<file path="src/rtl/polynomial_lms_trainer.sv">
// ---------------------------------------------------------------------------
// polynomial_lms_trainer and the two single-issue IEEE-754 single-precision
// float cores it uses.
//
// floating_point_mult_valid_only / floating_point_add_valid_only
//   din_a, din_b, din_valid -> dout, dout_valid one cycle later.
//   Round-to-nearest-even. Subnormal inputs and results are flushed to zero.
//   NaN and Inf are propagated.
//
// polynomial_lms_trainer
//   For each sample pair (x, y) it computes est = sum taps[k]*x^k and
//   err = y - est. It then updates every tap with taps[k] += mu*err*x^k and
//   streams the updated taps out in index order. The error is sent last.
//   clk, reset    : clock, synchronous active-high reset (clears taps)
//   enable        : 0 abandons any sample in flight; taps are kept
//   din_*         : sample x, target y, step mu; valid/ready handshake
//   tap_wr_*      : updated tap index and value; valid/ready handshake
//   err_*         : error y - est; valid/ready handshake
// ---------------------------------------------------------------------------

module floating_point_mult_valid_only (
    input  logic        clk,
    input  logic        reset,
    input  logic [31:0] din_a,
    input  logic [31:0] din_b,
    input  logic        din_valid,
    output logic [31:0] dout,
    output logic        dout_valid
);
    logic [31:0]       dout_q, dout_d;
    logic              dout_valid_q;
    logic              sign, nan_a, nan_b, inf_a, inf_b;
    logic [47:0]       prod;
    logic [22:0]       mant;
    logic [23:0]       mant_r;
    logic              guard, sticky;
    logic signed [9:0] exp_s;

    always_comb begin
        // NOTE: every signal written here gets a default first, so no path
        // leaves it unassigned and no latch is inferred.
        dout_d = 32'h0;
        prod   = '0;
        mant   = '0;
        mant_r = '0;
        guard  = 1'b0;
        sticky = 1'b0;
        exp_s  = '0;
        sign   = din_a[31] ^ din_b[31];
        nan_a  = (din_a[30:23] == 8'hFF) && (din_a[22:0] != '0);
        nan_b  = (din_b[30:23] == 8'hFF) && (din_b[22:0] != '0);
        inf_a  = (din_a[30:23] == 8'hFF) && (din_a[22:0] == '0);
        inf_b  = (din_b[30:23] == 8'hFF) && (din_b[22:0] == '0);
        if (nan_a || nan_b || (inf_a && din_b[30:23] == 8'h0) || (inf_b && din_a[30:23] == 8'h0)) begin
            dout_d = 32'h7FC0_0000;
        end else if (inf_a || inf_b) begin
            dout_d = {sign, 8'hFF, 23'h0};
        end else if (din_a[30:23] == 8'h0 || din_b[30:23] == 8'h0) begin
            dout_d = {sign, 31'h0};
        end else begin
            prod  = 48'({1'b1, din_a[22:0]}) * 48'({1'b1, din_b[22:0]});
            exp_s = $signed({2'b00, din_a[30:23]}) + $signed({2'b00, din_b[30:23]}) - 10'sd127;
            // Product of two [1,2) mantissas lies in [1,4): renormalise by one.
            if (prod[47]) begin
                mant   = prod[46:24];
                guard  = prod[23];
                sticky = |prod[22:0];
                exp_s  = exp_s + 10'sd1;
            end else begin
                mant   = prod[45:23];
                guard  = prod[22];
                sticky = |prod[21:0];
            end
            mant_r = {1'b0, mant} + {23'h0, guard & (sticky | mant[0])};
            if (mant_r[23]) exp_s = exp_s + 10'sd1;
            if (exp_s >= 10'sd255)   dout_d = {sign, 8'hFF, 23'h0};
            else if (exp_s <= 10'sd0) dout_d = {sign, 31'h0};
            else                      dout_d = {sign, exp_s[7:0], mant_r[22:0]};
        end
    end

    always_ff @(posedge clk) begin
        // NOTE: state is updated with non-blocking assignments so every flop
        // samples pre-edge values regardless of statement order.
        if (reset) begin
            dout_valid_q <= 1'b0;
            dout_q       <= 32'h0;
        end else begin
            dout_valid_q <= din_valid;
            if (din_valid) dout_q <= dout_d;
        end
    end

    assign dout       = dout_q;
    assign dout_valid = dout_valid_q;
endmodule

module floating_point_add_valid_only (
    input  logic        clk,
    input  logic        reset,
    input  logic [31:0] din_a,
    input  logic [31:0] din_b,
    input  logic        din_valid,
    output logic [31:0] dout,
    output logic        dout_valid
);
    logic [31:0]       dout_q, dout_d;
    logic              dout_valid_q;
    logic              nan_a, nan_b, inf_a, inf_b, a_big, s_big, found;
    logic [7:0]        e_big, d;
    logic [49:0]       m_big, m_small, m_shift, sum, norm;
    logic [5:0]        lz;
    logic [22:0]       mant;
    logic [23:0]       mant_r;
    logic              guard, sticky;
    logic signed [9:0] exp_s;

    always_comb begin
        dout_d  = 32'h0;
        a_big   = din_a[30:0] >= din_b[30:0];
        s_big   = a_big ? din_a[31] : din_b[31];
        e_big   = a_big ? din_a[30:23] : din_b[30:23];
        d       = a_big ? din_a[30:23] - din_b[30:23] : din_b[30:23] - din_a[30:23];
        // Mantissas sit at bit 48 with 25 extra low bits for guard/sticky.
        m_big   = a_big ? {2'b01, din_a[22:0], 25'h0} : {2'b01, din_b[22:0], 25'h0};
        m_small = a_big ? {2'b01, din_b[22:0], 25'h0} : {2'b01, din_a[22:0], 25'h0};
        m_shift = '0;
        sum     = '0;
        norm    = '0;
        lz      = '0;
        found   = 1'b0;
        mant    = '0;
        mant_r  = '0;
        guard   = 1'b0;
        sticky  = 1'b0;
        exp_s   = '0;
        nan_a   = (din_a[30:23] == 8'hFF) && (din_a[22:0] != '0);
        nan_b   = (din_b[30:23] == 8'hFF) && (din_b[22:0] != '0);
        inf_a   = (din_a[30:23] == 8'hFF) && (din_a[22:0] == '0);
        inf_b   = (din_b[30:23] == 8'hFF) && (din_b[22:0] == '0);
        if (nan_a || nan_b || (inf_a && inf_b && din_a[31] != din_b[31])) begin
            dout_d = 32'h7FC0_0000;
        end else if (inf_a) begin
            dout_d = din_a;
        end else if (inf_b) begin
            dout_d = din_b;
        end else if (din_a[30:23] == 8'h0 && din_b[30:23] == 8'h0) begin
            dout_d = {din_a[31] & din_b[31], 31'h0};
        end else if (din_a[30:23] == 8'h0) begin
            dout_d = din_b;
        end else if (din_b[30:23] == 8'h0) begin
            dout_d = din_a;
        end else begin
            // Bits shifted out of the smaller operand collapse into a sticky bit.
            if (d > 8'd49) begin
                m_shift = 50'h1;
            end else begin
                m_shift = m_small >> d;
                if ((m_shift << d) != m_small) m_shift[0] = 1'b1;
            end
            sum = (din_a[31] == din_b[31]) ? m_big + m_shift : m_big - m_shift;
            if (sum == '0) begin
                dout_d = 32'h0;
            end else begin
                for (int i = 49; i >= 0; i--) begin
                    if (!found) begin
                        if (sum[i]) found = 1'b1;
                        else        lz    = lz + 6'd1;
                    end
                end
                norm   = sum << lz;
                exp_s  = $signed({2'b00, e_big}) + 10'sd1 - $signed({4'b0000, lz});
                mant   = norm[48:26];
                guard  = norm[25];
                sticky = |norm[24:0];
                mant_r = {1'b0, mant} + {23'h0, guard & (sticky | mant[0])};
                if (mant_r[23]) exp_s = exp_s + 10'sd1;
                if (exp_s >= 10'sd255)   dout_d = {s_big, 8'hFF, 23'h0};
                else if (exp_s <= 10'sd0) dout_d = {s_big, 31'h0};
                else                      dout_d = {s_big, exp_s[7:0], mant_r[22:0]};
            end
        end
    end

    always_ff @(posedge clk) begin
        if (reset) begin
            dout_valid_q <= 1'b0;
            dout_q       <= 32'h0;
        end else begin
            dout_valid_q <= din_valid;
            if (din_valid) dout_q <= dout_d;
        end
    end

    assign dout       = dout_q;
    assign dout_valid = dout_valid_q;
endmodule

module polynomial_lms_trainer #(
    parameter int G_POLY_ORDER = 5
) (
    input  logic        clk,
    input  logic        reset,
    input  logic        enable,
    input  logic [31:0] din_x,
    input  logic [31:0] din_target,
    input  logic [31:0] din_mu,
    input  logic        din_valid,
    output logic        din_ready,
    output logic [7:0]  tap_wr_addr,
    output logic [31:0] tap_wr_data,
    output logic        tap_wr_valid,
    input  logic        tap_wr_ready,
    output logic [31:0] err_out,
    output logic        err_valid,
    input  logic        err_ready
);
    localparam int KW = $clog2(G_POLY_ORDER);
    localparam logic [KW-1:0] K_LAST = KW'(G_POLY_ORDER - 1);
    localparam logic [31:0]   F_ONE  = 32'h3F80_0000;

    localparam logic [3:0] SM_INIT      = 4'd0;
    localparam logic [3:0] SM_GET_INPUT = 4'd1;
    localparam logic [3:0] SM_POW       = 4'd2;
    localparam logic [3:0] SM_PROD      = 4'd3;
    localparam logic [3:0] SM_ACC       = 4'd4;
    localparam logic [3:0] SM_ERR       = 4'd5;
    localparam logic [3:0] SM_DELTA     = 4'd6;
    localparam logic [3:0] SM_UPD       = 4'd7;
    localparam logic [3:0] SM_WRITE     = 4'd8;
    localparam logic [3:0] SM_SEND_ERR  = 4'd9;

    logic [3:0]    state_q, state_d;
    logic          busy_q, busy_d;          // one float op outstanding
    logic          err_phase_q, err_phase_d; // SM_ERR: 0 = subtract, 1 = scale by mu
    logic [KW-1:0] k_q, k_d;
    logic [31:0]   x_q, x_d, y_q, y_d, mu_q, mu_d;
    logic [31:0]   est_q, est_d, prod_q, prod_d, g_q, g_d, delta_q, delta_d;
    logic [31:0]   err_out_q, err_out_d, tap_wr_data_q, tap_wr_data_d;
    logic [7:0]    tap_wr_addr_q, tap_wr_addr_d;
    logic          tap_wr_valid_q, tap_wr_valid_d, err_valid_q, err_valid_d;
    logic          din_ready_q, din_ready_d;
    logic [31:0]   taps_q [G_POLY_ORDER];
    logic [31:0]   taps_d [G_POLY_ORDER];
    logic [31:0]   pows_q [G_POLY_ORDER];
    logic [31:0]   pows_d [G_POLY_ORDER];

    logic [31:0] mul_a, mul_b, mul_dout, add_a, add_b, add_dout;
    logic        mul_din_valid, mul_dout_valid, add_din_valid, add_dout_valid;
    logic        core_reset;

    // Flushing the cores on enable = 0 keeps an abandoned result from being
    // taken as the answer to a later op.
    assign core_reset = reset | ~enable;

    floating_point_mult_valid_only u_mult (
        .clk        (clk),
        .reset      (core_reset),
        .din_a      (mul_a),
        .din_b      (mul_b),
        .din_valid  (mul_din_valid),
        .dout       (mul_dout),
        .dout_valid (mul_dout_valid)
    );

    floating_point_add_valid_only u_add (
        .clk        (clk),
        .reset      (core_reset),
        .din_a      (add_a),
        .din_b      (add_b),
        .din_valid  (add_din_valid),
        .dout       (add_dout),
        .dout_valid (add_dout_valid)
    );

    always_comb begin
        state_d        = state_q;
        busy_d         = busy_q;
        err_phase_d    = err_phase_q;
        k_d            = k_q;
        x_d            = x_q;
        y_d            = y_q;
        mu_d           = mu_q;
        est_d          = est_q;
        prod_d         = prod_q;
        g_d            = g_q;
        delta_d        = delta_q;
        err_out_d      = err_out_q;
        tap_wr_addr_d  = tap_wr_addr_q;
        tap_wr_data_d  = tap_wr_data_q;
        tap_wr_valid_d = tap_wr_valid_q;
        err_valid_d    = err_valid_q;
        din_ready_d    = din_ready_q;
        taps_d         = taps_q;
        pows_d         = pows_q;
        mul_a          = '0;
        mul_b          = '0;
        mul_din_valid  = 1'b0;
        add_a          = '0;
        add_b          = '0;
        add_din_valid  = 1'b0;

        // Each op state issues once (busy low), then waits for the result.
        case (state_q)
            SM_INIT: begin
                din_ready_d = 1'b1;
                state_d     = SM_GET_INPUT;
            end
            SM_GET_INPUT: begin
                if (din_valid && din_ready_q) begin
                    x_d         = din_x;
                    y_d         = din_target;
                    mu_d        = din_mu;
                    din_ready_d = 1'b0;
                    pows_d[0]   = F_ONE;
                    est_d       = taps_q[0];
                    k_d         = KW'(1);
                    state_d     = SM_POW;
                end
            end
            SM_POW: begin
                mul_a         = pows_q[k_q - KW'(1)];
                mul_b         = x_q;
                mul_din_valid = ~busy_q;
                busy_d        = 1'b1;
                if (busy_q && mul_dout_valid) begin
                    busy_d      = 1'b0;
                    pows_d[k_q] = mul_dout;
                    state_d     = SM_PROD;
                end
            end
            SM_PROD: begin
                mul_a         = pows_q[k_q];
                mul_b         = taps_q[k_q];
                mul_din_valid = ~busy_q;
                busy_d        = 1'b1;
                if (busy_q && mul_dout_valid) begin
                    busy_d  = 1'b0;
                    prod_d  = mul_dout;
                    state_d = SM_ACC;
                end
            end
            SM_ACC: begin
                add_a         = est_q;
                add_b         = prod_q;
                add_din_valid = ~busy_q;
                busy_d        = 1'b1;
                if (busy_q && add_dout_valid) begin
                    busy_d = 1'b0;
                    est_d  = add_dout;
                    if (k_q == K_LAST) begin
                        err_phase_d = 1'b0;
                        state_d     = SM_ERR;
                    end else begin
                        k_d     = k_q + KW'(1);
                        state_d = SM_POW;
                    end
                end
            end
            SM_ERR: begin
                busy_d = 1'b1;
                if (!err_phase_q) begin
                    add_a         = y_q;
                    add_b         = {~est_q[31], est_q[30:0]};
                    add_din_valid = ~busy_q;
                    if (busy_q && add_dout_valid) begin
                        busy_d      = 1'b0;
                        err_out_d   = add_dout;
                        err_phase_d = 1'b1;
                    end
                end else begin
                    mul_a         = mu_q;
                    mul_b         = err_out_q;
                    mul_din_valid = ~busy_q;
                    if (busy_q && mul_dout_valid) begin
                        busy_d      = 1'b0;
                        g_d         = mul_dout;
                        err_phase_d = 1'b0;
                        k_d         = '0;
                        state_d     = SM_DELTA;
                    end
                end
            end
            SM_DELTA: begin
                mul_a         = g_q;
                mul_b         = pows_q[k_q];
                mul_din_valid = ~busy_q;
                busy_d        = 1'b1;
                if (busy_q && mul_dout_valid) begin
                    busy_d  = 1'b0;
                    delta_d = mul_dout;
                    state_d = SM_UPD;
                end
            end
            SM_UPD: begin
                add_a         = taps_q[k_q];
                add_b         = delta_q;
                add_din_valid = ~busy_q;
                busy_d        = 1'b1;
                if (busy_q && add_dout_valid) begin
                    busy_d         = 1'b0;
                    taps_d[k_q]    = add_dout;
                    tap_wr_addr_d  = 8'(k_q);
                    tap_wr_data_d  = add_dout;
                    tap_wr_valid_d = 1'b1;
                    state_d        = SM_WRITE;
                end
            end
            SM_WRITE: begin
                if (tap_wr_ready) begin
                    tap_wr_valid_d = 1'b0;
                    if (k_q == K_LAST) begin
                        err_valid_d = 1'b1;
                        state_d     = SM_SEND_ERR;
                    end else begin
                        k_d     = k_q + KW'(1);
                        state_d = SM_DELTA;
                    end
                end
            end
            SM_SEND_ERR: begin
                if (err_ready) begin
                    err_valid_d = 1'b0;
                    din_ready_d = 1'b1;
                    state_d     = SM_GET_INPUT;
                end
            end
            default: state_d = SM_INIT;
        endcase
    end

    // Control and datapath registers: enable = 0 behaves like reset here.
    always_ff @(posedge clk) begin
        if (reset || !enable) begin
            state_q        <= SM_INIT;
            busy_q         <= 1'b0;
            err_phase_q    <= 1'b0;
            k_q            <= '0;
            x_q            <= '0;
            y_q            <= '0;
            mu_q           <= '0;
            est_q          <= '0;
            prod_q         <= '0;
            g_q            <= '0;
            delta_q        <= '0;
            err_out_q      <= '0;
            tap_wr_addr_q  <= '0;
            tap_wr_data_q  <= '0;
            tap_wr_valid_q <= 1'b0;
            err_valid_q    <= 1'b0;
            din_ready_q    <= 1'b0;
        end else begin
            state_q        <= state_d;
            busy_q         <= busy_d;
            err_phase_q    <= err_phase_d;
            k_q            <= k_d;
            x_q            <= x_d;
            y_q            <= y_d;
            mu_q           <= mu_d;
            est_q          <= est_d;
            prod_q         <= prod_d;
            g_q            <= g_d;
            delta_q        <= delta_d;
            err_out_q      <= err_out_d;
            tap_wr_addr_q  <= tap_wr_addr_d;
            tap_wr_data_q  <= tap_wr_data_d;
            tap_wr_valid_q <= tap_wr_valid_d;
            err_valid_q    <= err_valid_d;
            din_ready_q    <= din_ready_d;
        end
    end

    // Tap storage survives enable = 0; only reset clears it.
    always_ff @(posedge clk) begin
        if (reset) begin
            // NOTE: the tap arrays are reset explicitly because training
            // must restart from all-zero coefficients, so they stay in flops.
            for (int i = 0; i < G_POLY_ORDER; i++) begin
                taps_q[i] <= '0;
                pows_q[i] <= '0;
            end
        end else if (enable) begin
            taps_q <= taps_d;
            pows_q <= pows_d;
        end
    end

    assign din_ready    = din_ready_q;
    assign tap_wr_addr  = tap_wr_addr_q;
    assign tap_wr_data  = tap_wr_data_q;
    assign tap_wr_valid = tap_wr_valid_q;
    assign err_out      = err_out_q;
    assign err_valid    = err_valid_q;
endmodule

</file>
<file path="config.mk">
export PLATFORM = sky130hd
export DESIGN_NAME = polynomial_lms_trainer
export DESIGN_NICKNAME = d
export VERILOG_FILES = /design/src/rtl/polynomial_lms_trainer.sv
export SDC_FILE = /design/constraint.sdc
export NUM_CORES = 2
export LEC_CHECK = 0
export CORE_MARGIN = 2
export CORE_UTILIZATION = 55
export CTS_BUF_LIST = sky130_fd_sc_hd__clkbuf_8 sky130_fd_sc_hd__clkbuf_16
export CTS_CLUSTER_SIZE = 14
export DETAILED_ROUTE_END_ITERATION = 10
export PLACE_DENSITY = 0.71
export SETUP_SLACK_MARGIN = 0.1
export SYNTH_ARGS = -nofsm -noshare
export SYNTH_HDL_FRONTEND = slang
export SYNTH_SLANG_ARGS = --single-unit
</file>
<file path="constraint.sdc">
create_clock -name clk -period 60.2 [get_ports clk]
set_input_delay 6.02 -clock clk [delete_from_list [all_inputs] [get_ports clk]]
set_output_delay 6.02 -clock clk [all_outputs]
set_load 0.02 [all_outputs]
</file>
Yosys cells after proc, flatten, opt, wreduce, memory -nomap -nowiden
Cells that the tools add are included.
{"block": "word_totals", "ff_bits": 689, "latch_bits": 0, "mem_bits_rw": 0, "romBits": 0, "output_inout_bits": 75, "word_cells": 1234, "mem_count": 0}
{"block": "op_classes", "addsub": 64, "n_mul": 1, "n_div": 0, "n_lt_le_gt_ge": 9, "n_eq_ne": 29, "shifts": 3, "n_mux": 1015, "n_bitwise": 13, "reduce_logical": 69}
{"cell": "6-bit 2-to-1 mux", "n": 448}
{"cell": "32-bit 2-to-1 mux", "n": 22}
{"cell": "1-bit 2-to-1 mux", "n": 467}
{"cell": "50-bit 2-to-1 mux", "n": 8}
{"cell": "160-bit bitwise mux", "n": 2}
{"cell": "6-bit by 1-bit adder with 6-bit output (second input constant)", "n": 49}
{"cell": "32-bit binary-select mux with 3-bit select", "n": 3}
{"cell": "32-bit one-hot mux with 4 select lines", "n": 2}
{"cell": "32-bit one-hot mux with 3 select lines", "n": 2}
{"cell": "31-bit 2-to-1 mux", "n": 6}
{"cell": "10-bit 2-to-1 mux", "n": 16}
{"cell": "160-bit 2-to-1 mux", "n": 1}
{"cell": "32-bit one-hot mux with 2 select lines", "n": 2}
{"cell": "32-bit demux with 3-bit select", "n": 1}
{"cell": "48-bit 2-to-1 mux", "n": 2}
{"cell": "23-bit zero test", "n": 4}
{"cell": "23-bit 2-to-1 mux", "n": 4}
{"cell": "23-bit nonzero test", "n": 4}
{"cell": "50-bit adder", "n": 1}
{"cell": "50-bit zero test", "n": 1}
{"cell": "50-bit != test", "n": 1}
{"cell": "50-bit by 6-bit << shifter with 49-bit output", "n": 1}
{"cell": "50-bit by 8-bit << shifter with 50-bit output", "n": 1}
{"cell": "50-bit by 8-bit right shift with 50-bit output", "n": 1}
{"cell": "56 further kinds", "n": 154}

Depth between registers and ports, before layout
{"block": "logic_depth", "depth_word": 541, "ltp_mapped": 248, "ltp_nobuf": 225}

By module
A second synthesis with hierarchy kept.
{"block": "unflattened", "hier_cells": 10348, "area_unflattened_um2": 78642.9}
{"mod": "polynomial_lms_trainer", "n_inst": 1, "cells_per_inst": 3488, "area_per_inst_um2": 28496.1, "seq_area_each_um2": 12472.0}
{"mod": "floating_point_add_valid_only", "n_inst": 1, "cells_per_inst": 4149, "area_per_inst_um2": 27330.0, "seq_area_each_um2": 660.6}
{"mod": "floating_point_mult_valid_only", "n_inst": 1, "cells_per_inst": 2711, "area_per_inst_um2": 22816.9, "seq_area_each_um2": 660.6}

Worst setup path before layout
No wires, ideal clock.
{"block": "synth_timing", "kind": "reg2reg", "startpoint": "reg k_q[0]", "endpoint": "reg u_add.dout_q[16] (netlist: u_add.dout[16])", "setup_ns": 0.120, "arrival_time_ns": 43.352, "path_slack_ns": 16.728, "stages_incl_launch_ff": 233, "n_path_buf": 20, "synth_period_minus_slack_ns": 43.472, "cell_sequence": "dfxtp_1 buf_2 buf_2 buf_2 buf_2 buf_1 clkbuf_1 o22a_1 o21ai_0 ha_1 buf_2 nand4_1 nor2_1 nand3_1 o21ai_4 buf_6 buf_2 mux4_2 [197 not listed] a311oi_1 xnor3_2 buf_6 clkinv_1 buf_1 ha_1 xor2_1 nand3_1 xnor2_1 nand3_1 nor2_1 o21ai_0 a2111o_1 nand3_2 buf_6 a211oi_1 a311oi_1 o21ai_1"}
{"item": "from (decl)", "line_no": "236", "source": "logic [KW-1:0] k_q, k_d;"}
{"item": "from (signal assigned)", "line_no": "456", "source": "k_q <= k_d;"}
{"item": "to (signal assigned)", "line_no": "191", "source": "if (din_valid) dout_q <= dout_d;"}
{"item": "to (decl)", "line_no": "107", "source": "logic [31:0] dout_q, dout_d;"}

==> key figures <==
Worst setup path
  • R2R Path End: u_add.dout[9]$_SDFFE_PP0P_
  • WP data required: a little over 60 ns
  • Critical Path Fanout Max: 65
  • Slowest CP cell: dfxtp_4
  • Setup crit start: k_q[1]$_SDFFE_PP0P_
  • Cells on worst reg2reg path: 217
  • Worst path max stage delay: 1.05 ns
  • Flop2flop setup slack: 5.94 ns
  • CP endpoint kind: flop
  • Worst setup path end: u_add.dout[9]$_SDFFE_PP0P_
  • Reg2Reg Launch Point: k_q[1]$_SDFFE_PP0P_
  • Most common cell on crit path: ha_1
  • Startpoint Class: flop
  • WS Path Type: reg -> reg
  • Worst path arrival time: ~55 ns

Timing
  • Setup Skew: 0.05798 ns
  • Minimum clock period: 54.26 ns
  • Period utilisation layout: 90.14%
  • Setup TNS: 0 ns
  • Final hold vios: 0
  • Worst-Margin Slew: between 1.5 and 2 ns
  • RSZ-0062 raised after global routing: false
  • Slew HR: -1.023%
  • Count of pins over their slew limit: 4
  • Final setup viols: 0
  • Max frequency: 0.01843 GHz
  • Final Worst Setup Slack: 5.937 ns

Pwr
  • Seq pwr share: 40.2%
  • Leakage: about 32 nW
  • Cell Pwr Density: roughly 14 nW/um2
  • Logic pwr share: a little under a fifth
  • Clk pwr share: 40.8%
  • Sw Ratio: 31.45%
  • Cell internal pwr: between 0.7 and 0.8 mW
  • P_sw: 0.3610 mW
  • Pwr Total: 1.148 mW
  • Maximum VDD drop: approximately 26 uV

Detailed routing
  • Total Wirelength: ~350 mm
  • Drt pass-1 iters: 10
  • WL/cell: 29.38 um
  • Via density: 6.929
  • Via count: 81870
  • DRT iter0 DRCs: 13000
  • DRC: 0
  • Remaining antenna violation count: 0

Synth
  • Distinct cells, synth: 133
  • Synth Instances: roughly 10000
  • Mapped Area: 75830 um2
  • Syn. warnings: 0
  • Post-Syn Area per Cell: around 7.4 um2
  • Compound-Gate Fraction of Synth Area: 21.94%
  • Sequential fraction of the synthesis area: a little under a fifth
  • Synthesis-stage register bit count: ~690
  • Synth Flop Type: dfxtp_1
  • XOR/XNOR Fraction of Synth Area: ~4.5%
  • Synth Area in Adders: 17.97%
  • Simple-gate share of the synthesized area: 23.63%
  • Multiplexer area fraction after synthesis: around 6.1%
  • EDFF count, synth: 0
  • Async S/R FF share, synth: 0%
  • Largest family of logic cells by synthesized area: simple AND/OR/NAND/NOR gates

Run
  • Max-Cap Viols: 1

Clock tree
  • # resized after CTS: 0
  • Clk_lat worst skew: around 0.66 ns
  • Clk buf depth: 3
  • Post-CTS Setup Inserts: 0
  • Clk sink count: 689
  • Root Buffer: clkbuf_16
  • CTS buffer count: 73
  • Hold buffers post-CTS: 0
  • Clock-pin slew on the worst setup and hold paths: around 0.070 ns
  • CTS tree: done
  • # H-tree levels: 3

Floorplanning
  • Starting density of the core: between 50 and 60%
  • Full die area: 140900 um2
  • Std-Cell Rows: 136
  • Die Wd: 375.3 um
  • Core area: roughly 140000 um2
  • Die Y: between 300 and 400 um
  • Num ports: 177

Placement
  • RePlAce Congestion: 1.123
  • DP HPWL: 257.1 mm
  • # port buffers: 171
  • Pre-CTS setup slack: 7.759 ns

Outcome
  • Outcome: complete, but fails checks
  • Failing checks: capacitance limit, slew limit

Global route
  • Total GRT Usage: 47.79%
  • Largest net degree at the start of global routing: 195
  • Gr ovfl total: 0
  • Initial antenna violation count: 16
  • Vias in the first global route: 78420
  • First-pass GRT wire length: 509.9 mm

Finish
  • Area grow syn2layout: 7.272%
  • Fillers: between 10000 and 15000
  • Layout net count: around 11000
  • Fraction of layout cells with a size suffix above 1: 7.468%

Min path
  • Worst Hold Class: reg -> reg
## through the flow
step	util [%]	instance area [um2]	std cells	hold WS, ns
detailed placement	57.52	78890	11680	0.4458
finish	59.31	81340	11820	0.4527
CTS	59.30	81330	11810	0.4537
global placement	57.52	78890	11680	0.4377
floorplan	-	75840	10250	0.4318
global route	59.30	81330	11810	0.4709
## worst max-delay path, delay by kind of cell (launching register included)
family,cells,cell delay (ns)
and+or+nand+nor,63,12.70
buffers and inverters,18,4.42
muxes,16,3.40
xor gates and xnor gates,5,1.25
AOI/OAI and AO/OA,75,17.96
adders and majority gates,40,13.04
DFF,1,1.05
## cell type report
cell class | instances | area, um2 | area share [%]
Timing Repair Buffer | 393 | 3396 | 4.175
Clock buffer | 89 | 2058 | 2.530
Antenna cell | 6 | 15.01 | 0.01846
Tap cell | 1794 | 2245 | 2.760
Clock inverter | 39 | 381.6 | 0.4692
Multi-Input combinational cell | 8107 | 56820 | 69.85
Sequential cell | 689 | 13800 | 16.97
Inverter | 699 | 2624 | 3.226
## power by group through the flow
stage          combinational, mW  sequential, mW  clock (mW)
4_1_cts                    0.209           0.461       0.462
6_report                   0.218           0.461       0.468
3_3_place_gp               0.208           0.471           0
3_5_place_dp               0.208           0.471           0
2_1_floorplan              0.144           0.468           0
5_1_grt                    0.231           0.461       0.482
## worst min-delay path by stage
stage / from / to / slack [ns] / cells past startpoint
final: tap_wr_data[5]$_SDFFE_PP0P_ / tap_wr_data[5]$_SDFFE_PP0P_ / 0.45 / 2
after global routing: taps_q[10]$_SDFFE_PP0P_ / taps_q[10]$_SDFFE_PP0P_ / 0.47 / 2
after CTS: taps_q[35]$_SDFFE_PP0P_ / taps_q[35]$_SDFFE_PP0P_ / 0.45 / 2
after detailed placement: taps_q[35]$_SDFFE_PP0P_ / taps_q[35]$_SDFFE_PP0P_ / 0.45 / 2
after global placement: taps_q[118]$_SDFFE_PP0P_ / taps_q[118]$_SDFFE_PP0P_ / 0.44 / 2
after floorplan: prod_q[21]$_SDFFE_PP0P_ / prod_q[21]$_SDFFE_PP0P_ / 0.43 / 2
## cell usage after synthesis, drive strengths merged, types with 56 or more instances
| cell | instances | share of area (%) |
|---|---|---|
| o211ai | 99 | 1.0 |
| a21o | 76 | 0.75 |
| ha | 306 | 5.0 |
| nor2 | 679 | 3.4 |
| nor2b | 57 | 0.48 |
| fa | 487 | 13 |
| clkbuf | 592 | 2.9 |
| a22oi | 164 | 1.6 |
| a21oi | 1049 | 7.0 |
| nand3 | 242 | 1.6 |
| a31oi | 63 | 0.52 |
| and3 | 93 | 0.77 |
| o21ai | 378 | 2.5 |
| mux2 | 58 | 0.87 |
| a211oi | 93 | 1.0 |
| and2 | 94 | 0.78 |
| inv | 695 | 3.4 |
| xor2 | 94 | 1.1 |
| nand2 | 2223 | 11 |
| buf | 166 | 1.2 |
| nand4 | 85 | 0.72 |
| nor3 | 227 | 1.6 |
| mux2i | 204 | 2.7 |
| xnor2 | 218 | 2.6 |
| mux4 | 86 | 2.6 |
| dfxtp | 689 | 18 |
| o31ai | 56 | 0.59 |
| nor4 | 80 | 0.73 |
| o221ai | 63 | 0.73 |
## cell usage in the layout, fill, tap and decap left out, types with 74 or more instances in the layout
cell	n
o211ai_1	96
fa_1	487
clkdlybuf4s50_1	170
mux4_2	86
nand3_1	235
nor2_1	664
ha_1	304
o21ai_0	305
mux2i_1	202
a211oi_1	81
nand2_1	2214
and2_1	92
xnor2_1	207
a21o_1	76
nor3_1	201
xor2_1	87
a21oi_1	1039
and3_1	91
nand4_1	84
dfxtp_1	686
buf_4	221
clkbuf_16	74
a22oi_1	162
inv_1	694
## metal layers
metal	vias to the layer above	track usage (%)	wire length [um]
met5	-	0	350
met4	28	35.25	32230
met3	1718	12.46	43250
met2	6346	72.67	148300
met1	38830	58.41	122900
li1	34950	-	-
## cell families after synthesis
| kind of cell | count (synthesis) |
|---|---|
| adder cells (fa/ha/maj) | 798 |
| AO/OA/AOI/OAI | 2578 |
| buffers and inverters | 1457 |
| multiplexers | 348 |
| flip-flops | 689 |
| AND/OR/NAND/NOR | 4040 |
| XOR/XNOR | 338 |
| other | 1 |
## state kept, by name, summed over array words and instances, names as in the netlist, 3 cells and up
name / cells
pows_q: 160
taps_q: 160
delta_q: 32
err_out: 32
est_q: 32
g_q: 32
mu_q: 32
prod_q: 32
tap_wr_data: 32
u_add.dout: 32
u_mult.dout: 32
x_q: 32
y_q: 32
state_q: 4
k_q: 3
tap_wr_addr: 3
(Power assumes the default switching activity.)
